**config.mk**
```make
export PLATFORM = sky130hd
export DESIGN_NAME = bufg
export DESIGN_NICKNAME = d
export VERILOG_FILES = /design/src/rtl/bufg_pkg.sv /design/src/rtl/bufg_sync2.sv /design/src/rtl/bufg.sv
export SDC_FILE = /design/constraint.sdc
export NUM_CORES = 1
export LEC_CHECK = 0
export ABC_AREA = 1
export CAP_MARGIN = 40
export CELL_PAD_IN_SITES_DETAIL_PLACEMENT = 1
export CELL_PAD_IN_SITES_GLOBAL_PLACEMENT = 2
export CORE_MARGIN = 5
export CORE_UTILIZATION = 32
export DETAILED_ROUTE_END_ITERATION = 7
export PLACE_DENSITY_LB_ADDON = 0.05
export SETUP_SLACK_MARGIN = 0.05
export SYNTH_ARGS = -nofsm -noshare
export SYNTH_HDL_FRONTEND = slang
export SYNTH_SLANG_ARGS = --single-unit
export TNS_END_PERCENT = 100
```
**constraint.sdc**
```tcl
create_clock -name CLK -period 2.7 [get_ports CLK]
set_input_delay 0.54 -clock CLK [delete_from_list [all_inputs] [get_ports CLK]]
set_output_delay 0.54 -clock CLK [all_outputs]
set_load 0.02 [all_outputs]
```
**src/rtl/bufg_pkg.sv**
```systemverilog
// Shared clocking defaults for the bufg clock buffer and its I-activity monitor.
package bufg_pkg;

    localparam int BUFG_TIMEOUT_DEFAULT = 1024;
    localparam int BUFG_CNT_W_DEFAULT   = 16;
    // Wide enough for the largest legal TIMEOUT (65535).
    localparam int BUFG_TMO_W           = 16;

endpackage

```
**src/rtl/bufg_sync2.sv**
```systemverilog
// Two-flop synchronizer bringing an asynchronous level into the clk domain.
module bufg_sync2 (
    input  logic clk,
    input  logic rst_i,
    input  logic d_i,
    output logic q_o
);

    localparam int STAGES = 2;

    logic [STAGES-1:0] sync_q;
    logic [STAGES-1:0] sync_d;

    genvar gi;
    generate
        for (gi = 0; gi < STAGES; gi++) begin : g_stage
            if (gi == 0) begin : g_first
                assign sync_d[gi] = d_i;
            end else begin : g_next
                assign sync_d[gi] = sync_q[gi-1];
            end
        end
    endgenerate

    always_ff @(posedge clk) begin
        if (rst_i) begin
            sync_q <= '0;
        end else begin
            sync_q <= sync_d;
        end
    end

    assign q_o = sync_q[STAGES-1];

endmodule

```
**src/rtl/bufg.sv**
```systemverilog
// Clock buffer with optional glitch-free enable, plus a CLK-domain monitor
// that counts rising edges of I and flags whether I is still toggling.
module bufg
    import bufg_pkg::*;
#(
    parameter int GATED   = 0,
    parameter int TIMEOUT = BUFG_TIMEOUT_DEFAULT,
    parameter int CNT_W   = BUFG_CNT_W_DEFAULT
) (
    input  logic             CLK,
    input  logic             RST,
    input  logic             I,
    input  logic             CE,
    output logic             O,
    output logic             ALIVE,
    output logic [CNT_W-1:0] EDGE_CNT
);

    localparam logic [BUFG_TMO_W-1:0] TMO_RELOAD = BUFG_TMO_W'(TIMEOUT);

    // ---------------- clock path ----------------
    generate
        if (GATED != 0) begin : g_gated
            // The latch stores the inverse of the enable so its natural
            // power-up value of 0 means "enabled"; RST never touches it.
            logic en_n_q;

            always_latch begin
                if (!I) begin
                    en_n_q <= ~CE;
                end
            end

            assign O = I & ~en_n_q;
        end else begin : g_buf
            logic unused_ce;
            assign unused_ce = CE;
            assign O = I;
        end
    endgenerate

    // ---------------- monitor ----------------
    logic i_sync;

    bufg_sync2 u_sync (
        .clk   (CLK),
        .rst_i (RST),
        .d_i   (I),
        .q_o   (i_sync)
    );

    logic                  i_prev_q, i_prev_d;
    logic [CNT_W-1:0]      cnt_q, cnt_d;
    logic [BUFG_TMO_W-1:0] tmo_q, tmo_d;
    logic                  rise;
    logic                  any_edge;

    always_comb begin
        i_prev_d = i_sync;
        rise     = i_sync & ~i_prev_q;
        any_edge = i_sync ^ i_prev_q;
        cnt_d    = cnt_q;
        tmo_d    = tmo_q;
        if (rise) begin
            cnt_d = cnt_q + CNT_W'(1);
        end
        // An edge wins over the final decrement, so ALIVE never blips low.
        if (any_edge) begin
            tmo_d = TMO_RELOAD;
        end else if (tmo_q != '0) begin
            tmo_d = tmo_q - BUFG_TMO_W'(1);
        end
    end

    always_ff @(posedge CLK) begin
        if (RST) begin
            i_prev_q <= 1'b0;
            cnt_q    <= '0;
            tmo_q    <= '0;
        end else begin
            i_prev_q <= i_prev_d;
            cnt_q    <= cnt_d;
            tmo_q    <= tmo_d;
        end
    end

    assign EDGE_CNT = cnt_q;
    assign ALIVE    = (tmo_q != '0);

endmodule

```
**Yosys cells after proc, flatten, opt, wreduce, memory -nomap -nowiden**

Cells that the tools add are included.

- Flip-flop bits (word level): 35
- Bits of input ports: 4
- Output and inout bits: 18
- Word-level logic and storage cells: 15

- Add/sub/neg operators: 2
- Mux-type cells: 2
- Bitwise gates (word level): 3
- Reduce and logical (&&, ||, !) cells: 3

Operators with widths:

| operator | count |
|---|---|
| 11-bit two-way mux | 2 |
| 16-bit by 1-bit adder with 16-bit output (second input constant) | 1 |
| 16-bit nonzero test | 1 |
| 16-bit by 1-bit subtractor with 16-bit output (second input constant) | 1 |
| 2-bit nonzero test | 1 |
| 2-bit OR reduction | 1 |
| 1-bit AND | 1 |
| 1-bit NOT | 1 |
| 1-bit bitwise XOR | 1 |

**Logic depth before layout (Yosys ltp)**

- Depth after elaboration: 3
- Mapped depth: 10
- Gate-level depth less buffers: 10

**Modules after synthesis**

Synthesis repeated with hierarchy kept, for this count alone.

- Cells, all modules: 271
- Area, all modules: 1,790.5 µm²

Modules (own cells, without submodules):

| module | instances | cells each | area an instance (µm²) | sequential area each (µm²) |
|---|---|---|---|---|
| bufg | 1 | 265 | 1,735.4 | 660.6 |
| bufg_sync2 | 1 | 6 | 55.1 | 40.0 |

**Worst setup path before layout**

No wires, ideal clock.

- Path kind: flip-flop to output port
- Start point: register tmo_q[0]
- End point: output port ALIVE
- Arrival time: 1.023 ns
- Data required time: 2.160 ns
- Setup slack: 1.137 ns
- Stages on the path, launching flop included: 6
- Path buffers: 0
- Cells stage by stage: dfxtp_1 inv_1 ha_1 nand2_2 nor2_1 nand2_1

- Cells in the longest elaborated chain, start to end: 1

Ends and longest elaborated chain:

| item | RTL line | text |
|---|---|---|
| start, declared | bufg.sv:54 | `logic [BUFG_TMO_W-1:0] tmo_q, tmo_d;` |
| start signal, assigned | bufg.sv:83 | `tmo_q <= tmo_d;` |
| 16-bit nonzero test | bufg.sv:88 | `assign ALIVE = (tmo_q != '0);` |
| end, declared | bufg.sv:15 | `output logic ALIVE,` |

No other way between the ends.

**Final worst setup path**

Ends and elaborated chain as after synthesis.

==> impl_results.md <==
* Status: completed
* Initial antenna violation count at 0
* Die span in x at 83.67 um
* Max-cap violations at 0
* Clock sink total at 35
* Pin count of the biggest net entering global routing at 12
* I/O pin cnt at 22
* WP data required at 2.16 ns
* Final hold violation count at 0
* Clock slew at reported path FFs at 0.07 ns
* RSZ-0062 raised after global routing: false
* Clk root buf: clkbuf_8
* Multi-input logic area at 870.8 sq um
* Fmax at 0.4002 GHz
* Synthesized net count at 263
* Sequential power share at 0.343
* DR vias at 1,552
* Post-CTS setup buffer count at 0
* Critical-path maximum fanout at 5
* Final Power at 2.014 mW
* Final RePlAce weighted congestion at 0.7906
* Worst slack, placed at 0.4910 ns
* Clk_skew at 0.004624 ns
* First-pass GRT wire length at 7.279 mm
* WHS Path Cells at 2
* Crit-path cells: inv_1 -> ha_1 -> nand2_2 -> nor2_1 -> nand2_1 -> clkdlybuf4s50_1
* Worst vdd ir at 0.3268 mV
* Detailed Route WL at 4.090 mm
* Startpoint Class: flip-flop
* Sequential area share after synthesis at 0.4035
* DRT Pass-1 Iters at 4
* Yosys warnings at 0
* Crit Path Class: reg2out
* Sum Neg Setup Slack at 0 ns
* Register-to-register setup slack at 0.95 ns
* Final hold slack at 0.4076 ns
* PortBufs at 20
* Row cnt at 26
* Fillers at 691
* Sw frac at 0.4331
* DIE AREA at 7001 sq um
* Clock latency at the later pin of the worst-skew pair at 0.28 ns
* Post-Syn Instances at 256
* Max H-tree Level at 2
* Comb pwr share at 0.471
* Drc violations at 0
* R2R cell count at 7
* Crit end category: output pin
* Post-Syn Area at 1737 sq um
* Int Pwr at 1.142 mW
* Cts bufs inserted at 5
* Count of final max-slew check failures at 0
* GRT Overall Usage at 0.1278
* Min cycle time layout at 2.499 ns
* Number of global-route vias before repair at 1,536
* Core area at 5205 sq um
* Clock Tree Buf Depth at 2
* Mean Syn Cell Area at 6.784 sq um
* Total global routing overflow at 0
* Clock power frac at 0.187
* Post-DR wirelength/cell at 11.62 um
* Tightest Hold Check Type: reg2reg
* Die height at 83.67 um
* P&R area growth vs syn at 20.61%
* Final antenna-violating net count at 0
* Final setup violation count at 0
* Starting DRT DRC Count at 41
* Net Sw Power at 872.0 uW
* Ant diodes at 0
* Post-synth cell types at 24
* Slew at the pin closest to its max-slew limit at 0.4214 ns
* Hold worst-path end: u_sync.sync_q[1]
* Hold_sp: u_sync.sync_q[0]
* Initial Util at 0.3337
* Period utilization at 0.9254
* Layout cells sized above 1 at 0.06738
* Highest-delay cell along the critical path: clkdlybuf4s50_1
* Vias per cell at 4.409
* Final Util at 0.4024
* Reg2reg end: tmo_q[8]
* Flops & latches, synth at 35
* Hold-fix buffers at CTS at 0
* Post-CTS resize count at 0
* Crit path DAT at 1.96 ns
* Hpwl dp at 3.212 mm
* CTS tree: yes
* Pwr per Cell Area at 961.4 nW/um^2
* RR Startpoint: tmo_q[0]
* Register Area at 700.7 sq um
* Relative slew slack at 0.7184
* Layout Nets at 288
* Setup ws final at 0.2014 ns
* Slowest stage delay, CP at 0.62 ns
* Leakage at 0.9025 nW
==> how the worst max path moves through the flow <==
stage / cells after the start / to / slack (ns) / from
after floorplan: 5 / ALIVE / 1.14 / tmo_q[0]
after CTS: 6 / ALIVE / 0.17 / tmo_q[0]
after detailed placement: 6 / ALIVE / 0.49 / tmo_q[0]
final: 6 / ALIVE / 0.20 / tmo_q[0]
after global placement: 6 / ALIVE / 0.51 / tmo_q[0]
after global routing: 6 / ALIVE / 0.05 / tmo_q[0]
==> kinds of logic after synthesis <==
family / share of synthesized area
AO/OA/AOI/OAI: 0.08069
XOR/XNOR: 0.03026
adder cells (fa/ha/maj): 0.02162
buffers and inverters: 0.09510
flip-flops: 0.4035
AND/OR/NAND/NOR: 0.3689
==> final cells by class <==
type,count,share of cell area
Multi-Input combinational cell,182,0.4158
Clock buffer,6,0.03465
Timing Repair Buffer,23,0.1063
Tap cell,70,0.04182
Clock inverter,2,0.005974
Inverter,34,0.06093
Sequential cell,35,0.3345
==> sequential cells by signal, indices dropped and copies added, names as in the netlist <==
name / count
EDGE_CNT: 16
i_prev_q: 1
tmo_q: 16
u_sync.sync_q: 2
==> metal layers <==
layer / track usage / part of all wire
met5: 0 / 0
met2: 0.1844 / 0.41
met3: 0.02962 / 0.025
met1: 0.1848 / 0.55
met4: 0.04386 / 0.014
==> stage by stage <==
stage                     std cells  area [sq um]
after CTS                       352          2095
final                           352          2095
after global placement          344          2009
after detailed placement        344          2009
after global routing            352          2095
after floorplan                 256          1737
==> worst max-delay path: cells and delay by family, from the launching register on <==
family / cells / cell delay (ns)
fa+ha+maj: 1 / 0.25
simple gates: 3 / 0.35
flops: 1 / 0.36
buf+inv: 2 / 0.72
==> cells in the mapped netlist <==
| library cell | instances | area (sq um) |
|---|---|---|
| a211oi_1 | 1 | 7.510 |
| a21oi_1 | 14 | 70.07 |
| buf_4 | 3 | 22.52 |
| buf_6 | 1 | 11.26 |
| clkbuf_1 | 1 | 3.750 |
| dfxtp_1 | 35 | 700.7 |
| ha_1 | 3 | 37.54 |
| inv_1 | 33 | 123.9 |
| inv_2 | 1 | 3.750 |
| nand2_1 | 67 | 251.5 |
| nand2_2 | 2 | 12.51 |
| nand3_1 | 12 | 60.06 |
| nand3b_1 | 5 | 37.54 |
| nand4_1 | 2 | 12.51 |
| nor2_1 | 47 | 176.4 |
| nor2_2 | 2 | 12.51 |
| nor2_4 | 4 | 45.04 |
| nor3_1 | 5 | 25.02 |
| nor3b_1 | 1 | 7.510 |
| o21a_1 | 2 | 15.01 |
| o21ai_0 | 8 | 40.04 |
| o21bai_1 | 1 | 7.510 |
| xnor2_1 | 4 | 35.03 |
| xor2_1 | 2 | 17.52 |
==> power groups by stage <==
stage / clock (mW) / sequential (mW) / combinational [mW]
after floorplan: 0 / 0.682 / 0.762
after global placement: 0 / 0.701 / 0.938
after detailed placement: 0 / 0.703 / 0.961
after CTS: 0.397 / 0.692 / 0.966
after global routing: 0.421 / 0.706 / 1.11
final: 0.376 / 0.690 / 0.948
==> cell usage in the layout (no fill, tap or decap), drive strengths merged <==
master         instances
nor2                  53
o21bai                 1
clkbuf                 6
dfxtp                 35
clkdlybuf4s50         20
clkinvlp               1
o21a                   2
nor3                   5
buf                    3
clkinv                 1
nand2                 69
a21oi                 14
o21ai                  8
nand3                 12
inv                   34
a211oi                 1
xor2                   2
ha                     3
nor3b                  1
xnor2                  4
nand3b                 5
nand4                  2
No activity file was read; power rests on OpenSTA's default activity.
